### config.mk
export PLATFORM = sky130hd
export DESIGN_NAME = req_sequencer_flat
export DESIGN_NICKNAME = d
export VERILOG_FILES = /design/src/rtl/req_sequencer_pkg.sv /design/src/rtl/req_sequencer_if.sv /design/src/rtl/req_sequencer_table.sv /design/src/rtl/req_sequencer.sv /design/src/flat_wrapper.sv
export SDC_FILE = /design/constraint.sdc
export NUM_CORES = 1
export LEC_CHECK = 0
export CAP_MARGIN = 20
export CORE_MARGIN = 3
export CORE_UTILIZATION = 47
export DETAILED_ROUTE_END_ITERATION = 10
export GPL_TIMING_DRIVEN = 0
export PLACE_DENSITY = 0.64
export SLEW_MARGIN = 20
export SYNTH_ARGS = -nofsm -noshare
export SYNTH_HDL_FRONTEND = slang
export SYNTH_SLANG_ARGS = --single-unit
### constraint.sdc
create_clock -name clk -period 5.2 [get_ports clk]
set_input_delay 0.78 -clock clk [delete_from_list [all_inputs] [get_ports clk]]
set_output_delay 0.78 -clock clk [all_outputs]
set_load 0.02 [all_outputs]
### src/rtl/req_sequencer_pkg.sv
// Shared types and default sizing for the request sequencer.
// The entry record fixes the field order used by the table storage.
package req_sequencer_pkg;

    localparam int N_REQ_DEF   = 32;
    localparam int ADDR_W_DEF  = 10;
    localparam int DATA_W_DEF  = 32;
    localparam int TIMEOUT_DEF = 255;
    localparam int CNT_W_DEF   = 16;

    typedef enum logic [1:0] {
        S_IDLE = 2'd0,
        S_RUN  = 2'd1,
        S_DONE = 2'd2
    } state_e;

    localparam logic [1:0] ST_IDLE = S_IDLE;
    localparam logic [1:0] ST_RUN  = S_RUN;
    localparam logic [1:0] ST_DONE = S_DONE;

    typedef struct packed {
        logic                  rw;
        logic                  chk;
        logic [ADDR_W_DEF-1:0] addr;
        logic [DATA_W_DEF-1:0] data;
    } req_entry_t;

endpackage

### src/rtl/req_sequencer_if.sv
// Cache-side request/response bus between the sequencer (master) and a cache (slave).
interface req_sequencer_if #(
    parameter int ADDR_W = req_sequencer_pkg::ADDR_W_DEF,
    parameter int DATA_W = req_sequencer_pkg::DATA_W_DEF
);
    logic              req_valid;
    logic              req_rw;
    logic [ADDR_W-1:0] req_addr;
    logic [DATA_W-1:0] req_wdata;
    logic              hit;
    logic [DATA_W-1:0] rdata;

    modport master (
        output req_valid, req_rw, req_addr, req_wdata,
        input  hit, rdata
    );

    modport slave (
        input  req_valid, req_rw, req_addr, req_wdata,
        output hit, rdata
    );
endinterface

### src/rtl/req_sequencer_table.sv
// Request table: synchronous write, asynchronous read, no reset so contents
// survive both runs and rst_n pulses.
module req_table
    import req_sequencer_pkg::*;
#(
    parameter int N_REQ  = N_REQ_DEF,
    parameter int ADDR_W = ADDR_W_DEF,
    parameter int DATA_W = DATA_W_DEF,
    localparam int IDX_W = $clog2(N_REQ)
)(
    input  logic              clk,
    input  logic              wr_en_i,
    input  logic [IDX_W-1:0]  wr_idx_i,
    input  logic              wr_rw_i,
    input  logic              wr_chk_i,
    input  logic [ADDR_W-1:0] wr_addr_i,
    input  logic [DATA_W-1:0] wr_data_i,
    input  logic [IDX_W-1:0]  rd_idx_i,
    output logic              rd_rw_o,
    output logic              rd_chk_o,
    output logic [ADDR_W-1:0] rd_addr_o,
    output logic [DATA_W-1:0] rd_data_o
);
    localparam int ENTRY_W = 2 + ADDR_W + DATA_W;

    logic [ENTRY_W-1:0] mem_q [N_REQ];

    always_ff @(posedge clk) begin
        if (wr_en_i) begin
            mem_q[wr_idx_i] <= {wr_rw_i, wr_chk_i, wr_addr_i, wr_data_i};
        end
    end

    assign {rd_rw_o, rd_chk_o, rd_addr_o, rd_data_o} = mem_q[rd_idx_i];
endmodule

### src/rtl/req_sequencer.sv
// Replays a loaded table of read/write requests to a cache, one per accept,
// tracking stall cycles, read-compare errors and a per-request wait timeout.
//
// state | meaning
// IDLE  | after reset; table loads allowed, waiting for start
// RUN   | presenting table[cur_idx] to the cache until n_req accepts or timeout
// DONE  | run finished or aborted; table loads and restart allowed
module req_sequencer
    import req_sequencer_pkg::*;
#(
    parameter int N_REQ   = N_REQ_DEF,
    parameter int ADDR_W  = ADDR_W_DEF,
    parameter int DATA_W  = DATA_W_DEF,
    parameter int TIMEOUT = TIMEOUT_DEF,
    parameter int CNT_W   = CNT_W_DEF,
    localparam int IDX_W  = $clog2(N_REQ)
)(
    input  logic              clk,
    input  logic              rst_n,
    input  logic              ld_en,
    input  logic [IDX_W-1:0]  ld_idx,
    input  logic              ld_rw,
    input  logic              ld_chk,
    input  logic [ADDR_W-1:0] ld_addr,
    input  logic [DATA_W-1:0] ld_data,
    input  logic [IDX_W:0]    n_req,
    input  logic              start,
    req_sequencer_if.master   bus,
    output logic              busy,
    output logic              done,
    output logic              timeout,
    output logic [IDX_W:0]    cur_idx,
    output logic [CNT_W-1:0]  stall_cnt,
    output logic [CNT_W-1:0]  err_cnt
);
    localparam int CI_W  = IDX_W + 1;
    localparam int TMR_W = $clog2(TIMEOUT + 1);
    localparam logic [TMR_W-1:0] WAIT_LOAD = TMR_W'(TIMEOUT - 1);

    logic [1:0]       state_q, state_d;
    logic [CI_W-1:0]  cur_idx_q, cur_idx_d;
    logic [CI_W-1:0]  n_q, n_d;
    logic [CNT_W-1:0] stall_q, stall_d;
    logic [CNT_W-1:0] err_q, err_d;
    logic [TMR_W-1:0] wait_q, wait_d;
    logic             tmo_q, tmo_d;

    logic              e_rw, e_chk;
    logic [ADDR_W-1:0] e_addr;
    logic [DATA_W-1:0] e_data;
    logic              run;

    assign run = (state_q == ST_RUN);

    req_table #(
        .N_REQ  (N_REQ),
        .ADDR_W (ADDR_W),
        .DATA_W (DATA_W)
    ) u_table (
        .clk       (clk),
        .wr_en_i   (ld_en && !run),
        .wr_idx_i  (ld_idx),
        .wr_rw_i   (ld_rw),
        .wr_chk_i  (ld_chk),
        .wr_addr_i (ld_addr),
        .wr_data_i (ld_data),
        .rd_idx_i  (cur_idx_q[IDX_W-1:0]),
        .rd_rw_o   (e_rw),
        .rd_chk_o  (e_chk),
        .rd_addr_o (e_addr),
        .rd_data_o (e_data)
    );

    always_comb begin
        state_d   = state_q;
        cur_idx_d = cur_idx_q;
        n_d       = n_q;
        stall_d   = stall_q;
        err_d     = err_q;
        wait_d    = wait_q;
        tmo_d     = tmo_q;
        case (state_q)
            ST_IDLE, ST_DONE: begin
                if (start) begin
                    n_d       = n_req;
                    cur_idx_d = '0;
                    stall_d   = '0;
                    err_d     = '0;
                    tmo_d     = 1'b0;
                    wait_d    = WAIT_LOAD;
                    state_d   = (n_req == '0) ? ST_DONE : ST_RUN;
                end
            end
            ST_RUN: begin
                if (bus.hit) begin
                    cur_idx_d = cur_idx_q + CI_W'(1);
                    wait_d    = WAIT_LOAD;
                    if (!e_rw && e_chk && (bus.rdata != e_data) && (err_q != '1)) begin
                        err_d = err_q + CNT_W'(1);
                    end
                    if (cur_idx_q == n_q - CI_W'(1)) begin
                        state_d = ST_DONE;
                    end
                end else begin
                    if (stall_q != '1) begin
                        stall_d = stall_q + CNT_W'(1);
                    end
                    // Wait timer hits zero on the TIMEOUT-th consecutive stall.
                    if (wait_q == '0) begin
                        state_d = ST_DONE;
                        tmo_d   = 1'b1;
                    end else begin
                        wait_d = wait_q - TMR_W'(1);
                    end
                end
            end
            default: state_d = ST_IDLE;
        endcase
    end

    always_ff @(posedge clk or negedge rst_n) begin
        if (!rst_n) begin
            state_q   <= ST_IDLE;
            cur_idx_q <= '0;
            n_q       <= '0;
            stall_q   <= '0;
            err_q     <= '0;
            wait_q    <= WAIT_LOAD;
            tmo_q     <= 1'b0;
        end else begin
            state_q   <= state_d;
            cur_idx_q <= cur_idx_d;
            n_q       <= n_d;
            stall_q   <= stall_d;
            err_q     <= err_d;
            wait_q    <= wait_d;
            tmo_q     <= tmo_d;
        end
    end

    // Fields are forced to zero outside RUN so unloaded entries never leak X.
    assign bus.req_valid = run;
    assign bus.req_rw    = run && e_rw;
    assign bus.req_addr  = run ? e_addr : '0;
    assign bus.req_wdata = run ? e_data : '0;

    assign busy      = run;
    assign done      = (state_q == ST_DONE);
    assign timeout   = tmo_q;
    assign cur_idx   = cur_idx_q;
    assign stall_cnt = stall_q;
    assign err_cnt   = err_q;
endmodule

### src/flat_wrapper.sv
// flat-port wrapper written by rule: the top's interface ports become plain ports
module req_sequencer_flat import req_sequencer_pkg::*;
#(
    parameter int N_REQ   = N_REQ_DEF,
    parameter int ADDR_W  = ADDR_W_DEF,
    parameter int DATA_W  = DATA_W_DEF,
    parameter int TIMEOUT = TIMEOUT_DEF,
    parameter int CNT_W   = CNT_W_DEF,
    localparam int IDX_W  = $clog2(N_REQ)
)
  (clk, rst_n, ld_en, ld_idx, ld_rw, ld_chk, ld_addr, ld_data, n_req, start, busy, done, timeout, cur_idx, stall_cnt, err_cnt, bus_req_valid, bus_req_rw, bus_req_addr, bus_req_wdata, bus_hit, bus_rdata);
  req_sequencer_if #(.ADDR_W(ADDR_W), .DATA_W(DATA_W)) bus_i ();
  input  logic clk;
  input  logic rst_n;
  input  logic ld_en;
  input  logic [IDX_W-1:0] ld_idx;
  input  logic ld_rw;
  input  logic ld_chk;
  input  logic [ADDR_W-1:0] ld_addr;
  input  logic [DATA_W-1:0] ld_data;
  input  logic [IDX_W:0] n_req;
  input  logic start;
  output logic busy;
  output logic done;
  output logic timeout;
  output logic [IDX_W:0] cur_idx;
  output logic [CNT_W-1:0] stall_cnt;
  output logic [CNT_W-1:0] err_cnt;
  output wire logic [$bits(bus_i.req_valid)-1:0] bus_req_valid;
  output wire logic [$bits(bus_i.req_rw)-1:0] bus_req_rw;
  output wire logic [$bits(bus_i.req_addr)-1:0] bus_req_addr;
  output wire logic [$bits(bus_i.req_wdata)-1:0] bus_req_wdata;
  input wire logic [$bits(bus_i.hit)-1:0] bus_hit;
  input wire logic [$bits(bus_i.rdata)-1:0] bus_rdata;
  assign bus_req_valid = bus_i.req_valid;
  assign bus_req_rw = bus_i.req_rw;
  assign bus_req_addr = bus_i.req_addr;
  assign bus_req_wdata = bus_i.req_wdata;
  assign bus_i.hit = bus_hit;
  assign bus_i.rdata = bus_rdata;
  req_sequencer #(.N_REQ(N_REQ), .ADDR_W(ADDR_W), .DATA_W(DATA_W), .TIMEOUT(TIMEOUT), .CNT_W(CNT_W)) u_core (.clk(clk), .rst_n(rst_n), .ld_en(ld_en), .ld_idx(ld_idx), .ld_rw(ld_rw), .ld_chk(ld_chk), .ld_addr(ld_addr), .ld_data(ld_data), .n_req(n_req), .start(start), .bus(bus_i), .busy(busy), .done(done), .timeout(timeout), .cur_idx(cur_idx), .stall_cnt(stall_cnt), .err_cnt(err_cnt));
endmodule
## After elaboration in Yosys (flattened, before gate mapping)

Memories as Yosys holds them, arrays and structs flattened.
Index checks and enable logic that the tools add are counted.

| word-level totals | value |
|---|---|
| memory bits (writable) | 1,408 |
| output and inout port bits | 85 |
| input port bits | 92 |
| memories | 1 |
| register bits after elaboration | 55 |
| logic and storage cells | 75 |

Memories:

| name | words | width | rd ports | clocked after memory_dff | write ports | RTL line | RTL |
|---|---|---|---|---|---|---|---|
| u_core.u_table.mem_q | 32 | 44 | 1 | 0 | 1 | req_sequencer_table.sv:26 | `logic [ENTRY_W-1:0] mem_q [N_REQ];` |

| cells by class | value |
|---|---|
| muxes and demuxes | 28 |
| equal/unequal tests | 15 |
| reduce and logical (&&, ||, !) cells | 19 |
| add/sub/neg operators | 5 |

Operators by type and width:

| kind | count |
|---|---|
| 16-bit two-way mux | 5 |
| 16-bit one-hot mux with 2 select lines | 2 |
| 16-bit by 1-bit adder with 16-bit output (second input constant) | 2 |
| 32-bit two-way mux | 1 |
| 16-bit inequality test (second input constant) | 2 |
| 32-bit inequality test | 1 |
| 8-bit two-way mux | 3 |
| 8-bit one-hot mux with 2 select lines | 1 |
| 6-bit two-way mux | 2 |
| 2-bit inequality test (second input constant) | 6 |
| 6-bit one-hot mux with 2 select lines | 1 |
| 4-bit AND reduction | 3 |
| 10-bit two-way mux | 1 |
| 2-bit two-way mux | 5 |
| 3-bit inequality test (second input constant) | 3 |
| 3-bit AND reduction | 3 |
| 8-bit zero test | 1 |
| 8-bit by 1-bit subtractor with 8-bit output (second input constant) | 1 |
| 6-bit by 1-bit adder with 6-bit output (second input constant) | 1 |
| 6-bit == test | 1 |
| 6-bit zero test | 1 |
| 6-bit by 1-bit subtractor with 6-bit output (second input constant) | 1 |
| 1-bit logical AND | 5 |
| 1-bit two-way mux | 5 |
| other kinds (9) | 10 |

## Logic depth before layout (Yosys ltp)

An unclocked memory read counts as a cell.

| logic depth | value |
|---|---|
| depth after elaboration | 8 |
| mapped depth | 15 |
| mapped depth without buffers | 10 |

## Cells and area by module

Synthesis repeated with hierarchy kept, for this count alone.

| second synthesis, totals | value |
|---|---|
| cell total of the unflattened synthesis | 3,468 |
| area, all modules | 58,343.5 µm² |

By module, submodules not included:

| module | sequential area each (µm²) | area each (µm²) | instances | cells each |
|---|---|---|---|---|
| req_table | 42,280.6 | 54,651.2 | 1 | 3,046 |
| req_sequencer | 1,385.1 | 3,692.3 | 1 | 422 |

## Least setup slack after synthesis

No wires, ideal clock.

| timing path | value |
|---|---|
| path type | register to output |
| from | register u_core.cur_idx_q[0], in the netlist u_core.cur_idx[0] |
| to | output port bus_req_addr[9] |
| arrival time | 3.603 ns |
| path buffers | 7 |
| path slack | 0.817 ns |
| cell stages (with the launch flop) | 12 |
| required time | 4.420 ns |
| cells stage by stage | dfrtp_1 buf_2 buf_4 buf_4 buf_4 buf_2 buf_1 buf_1 mux4_2 mux4_2 mux2i_1 nor2_1 |

| on the way | value |
|---|---|
| longest elaborated chain between the ends | 2 |

Ends and longest elaborated chain:

| item | RTL line | RTL |
|---|---|---|
| from (decl) | req_sequencer.sv:41 | `logic [CI_W-1:0] cur_idx_q, cur_idx_d;` |
| from (signal assigned) | req_sequencer.sv:132 | `cur_idx_q <= cur_idx_d;` |
| memory read 32 x 44 bit | n/a |  |
| 10-bit two-way mux | req_sequencer.sv:144 | `assign bus.req_addr = run ? e_addr : '0;` |
| to (decl) | flat_wrapper.sv:31 | `output wire logic [$bits(bus_i.req_addr)-1:0] bus_req_addr;` |

No other way between the ends.

## Final worst setup path

| timing path | value |
|---|---|
| from | register u_core.cur_idx_q[3], in the netlist u_core.cur_idx[3] |
| to | output port bus_req_wdata[14] |

| on the way | value |
|---|---|
| longest elaborated chain between the ends | 2 |

Ends and longest elaborated chain:

| item | RTL line | RTL |
|---|---|---|
| memory read 32 x 44 bit | n/a |  |
| 32-bit two-way mux | req_sequencer.sv:145 | `assign bus.req_wdata = run ? e_data : '0;` |
| to (decl) | flat_wrapper.sv:32 | `output wire logic [$bits(bus_i.req_wdata)-1:0] bus_req_wdata;` |

No other way between the ends.

==> flow_metrics.tcl <==
set metrics [dict create \
    status "completed" \
    clk_latency_ns 0.77 \
    hold_viol 0 \
    synth_fp_nets 3025 \
    async_flop_share_pct 3.76 \
    crit_arrival_ns 4.38 \
    detailedRoute.firstIterationViolations 4727 \
    worstMarginPinSlew_ns 1.29 \
    fin_cells 5076 \
    ant_nets 0 \
    synth.avg_cell_area_um2 19.6 \
    synth_top_area_share_pct 73.6 \
    synth-seq-cells 1463 \
    grt.total_usage_pct 27.9 \
    coreArea_um2 121000 \
    timing.critical_path.cells "buf_2 > clkbuf_1 > a221oi_1 > a211oi_1 > nor3_1 > clkdlybuf4s50_1" \
    areaGrowthSynthToFinish_pct 19.7 \
    viasPerCell 6.39 \
    setup_slack_ns 0.0436 \
    synth_flop_cell "edfxtp_1" \
    max_slew_margin_pct 13.8 \
    cts_buffer_depth 3 \
    die_area_um2 126000 \
    p_total_mw 34.4 \
    yosys-top-cells-count "1,408 x edfxtp_1, 319 x mux2i_1, 218 x mux4_2, 82 x clkbuf_1, 72 x nor2_1" \
    whs_ns 0.0578 \
    place_inst 4806 \
    yosysSeqAreaShare_pct 76.0 \
    skew_ns 0.0299 \
    numCtsBuffers 147 \
    final_max_slew_viol_count 0 \
    path_clk_slew_ns 0.06 \
    critPathKind "reg -> out" \
    cts_sinks 1463 \
    overflow 0 \
    synth_cell_types 56 \
    die_y_um 356 \
    std_cell_rows 127 \
    dr_wl_met3_um 17900 \
    highest_layer "met4" \
    cap_violations 0 \
    drive_above_1_share_pct 21.7 \
    dpl-instance-area_um2 63600 \
    syn_inst 2927 \
    place.gp.congestion 0.851 \
    cp_top_family "buffers and inverters" \
    crit_required_ns 4.42 \
    fin_crit_ns 5.16 \
    critical_path.slowest_cell "clkbuf_1" \
    period_share_pct 99.2 \
    wl_per_cell_um 34.8 \
    finalNetCount 3446 \
    fp.dieW_um 356 \
    first_global_vias 32700 \
    routed_wl_um 177000 \
    path_depth 6 \
    reg2reg_depth 10 \
    cp-start-kind "flip-flop" \
    htreeDepth 4 \
    hold_path.class "in -> async" \
    end_kind "output pin" \
    pwr_density_cell_nw_per_um2 501 \
    num_vias 32400 \
    post-place-ws_ns -1.39 \
    critPathMaxFanout 10 \
    grt_max_degree 56 \
    crit_buf_inv 3 \
    synth_edf_count 1408 \
    dp_hpwl_um 119000 \
    synth.area.top_cells "edfxtp_1 74%, mux4_2 8.5%, mux2i_1 5.6%, dfrtp_1 2.1%, o221ai_1 0.96%" \
    start_util_pct 47.6 \
    antenna_found_initial 6 \
    synth_top_area_cell "edfxtp_1" \
    cts_tree "yes" \
    ir_drop_mv 0.331 \
    grt_pass1_wl_um 247000 \
    io_pins 177 \
    wl_met1_um 67000 \
    met2WireLength_um 84400 \
    setup_violations 0 \
    io_buffers 176 \
    drc_errors 0 \
    dr.pass1.iters 6 \
    root_buffer "clkbuf_16" \
    finalInstanceArea_um2 68800 \
    yosys_warnings 0 \
    leakagePower_nw 22.4 \
    fill_cells 8755 \
    critPathMaxStageDelay_ns 0.98 \
    yosysMostFrequentCell "edfxtp_1" \
    fmax_mhz 194 \
    netlist_area_um2 57400 \
]
[routing by layer]
metal / vias to the layer above / track usage (%)
met5: - / 0
met4: 0 / 11.3
met3: 420 / 5.55
met2: 2072 / 44.7
met1: 16900 / 38.0
li1: 13000 / -
[state kept, by name, summed over array words and instances, names as in the netlist]
signal,flops
u_core.cur_idx,6
u_core.err_cnt,16
u_core.timeout,1
u_core.stall_cnt,16
u_core.u_table.mem_q,1408
u_core.state_q,2
u_core.n_q,6
u_core.wait_q,8
[where the power goes]
part           total [mW]  internal, mW  switching (mW)
registers            13.3          13.1           0.145
clock network        10.5          6.05            4.42
logic                10.7          4.25            6.47
total                34.4          23.4            11.0
[what timing repair did]
action | CTS | global route
hold buffers | 0 | 0
gates resized for setup | 156 | 30
setup endpoints to repair | 59 | 36
pin swaps | 1 | 1
setup buffers | 5 | 0
[layout make-up]
class                      count  area, um^2  share of cell area (%)
timing repair buffer         273        3800                    5.53
tap                         1612        2020                    2.93
antenna                        5        12.5                  0.0182
clock inverter                84         821                    1.19
buffer                       162        1090                    1.58
clock buffer                 176        3900                    5.68
multi-input combinational   1290       13400                    19.5
sequential                  1463       43700                    63.5
inverter                      11        42.5                  0.0619
[worst paths after layout]
check                                                  end  slack [ns]                     startpoint
min reg2reg                      u_core.n_q[5]$_DFFE_PN0P_        0.50      u_core.n_q[5]$_DFFE_PN0P_
min                        u_core.stall_cnt[7]$_DFFE_PN0P_        0.06                          rst_n
max                                      bus_req_wdata[14]        0.04  u_core.cur_idx[3]$_DFFE_PN0P_
max reg2reg                  u_core.err_cnt[8]$_DFFE_PN0P_        0.05  u_core.cur_idx[4]$_DFFE_PN0P_
min in group clk                 u_core.n_q[5]$_DFFE_PN0P_        0.50      u_core.n_q[5]$_DFFE_PN0P_
max in group asynchronous    u_core.err_cnt[7]$_DFFE_PN0P_        4.64                          rst_n
[cell families after synthesis]
logic type      Yosys count  share of synthesized area (%)
compound gates          326                           4.29
xor+xnor                 27                          0.412
fa+ha+maj                 6                          0.131
buf+inv                 174                           1.40
flops                  1463                           76.0
mux                     540                           14.2
simple gates            391                           3.57
[metrics by stage]
step	util [%]	setup TNS (ns)
floorplan	-	0
global placement	50.8	-2630.20
detailed placement	52.7	-23.84
CTS	57.0	-0.0103
global route	57.0	-0.0151
finish	57.0	0
[placed cells by master, fill, tap and decap left out, drive strengths merged, types with 17 or more instances in the layout]
master / synthesis / routed
mux2i: 319 / 319
and2: 66 / 66
or3: 44 / 44
a211oi: 63 / 63
a221oi: 43 / 43
and3: 17 / 17
buf: 81 / 198
nor2: 73 / 73
clkdlybuf4s50: 0 / 135
a2bb2oi: 20 / 20
mux4: 218 / 218
nand2: 65 / 65
edfxtp: 1408 / 1408
a21oi: 34 / 34
a22oi: 30 / 30
clkbuf: 82 / 263
o221ai: 63 / 63
nor3: 42 / 42
clkinv: 1 / 64
nand3: 19 / 19
o21ai: 48 / 48
nand4: 20 / 20
dfrtp: 48 / 48
Power figures use the tool's default switching activity.
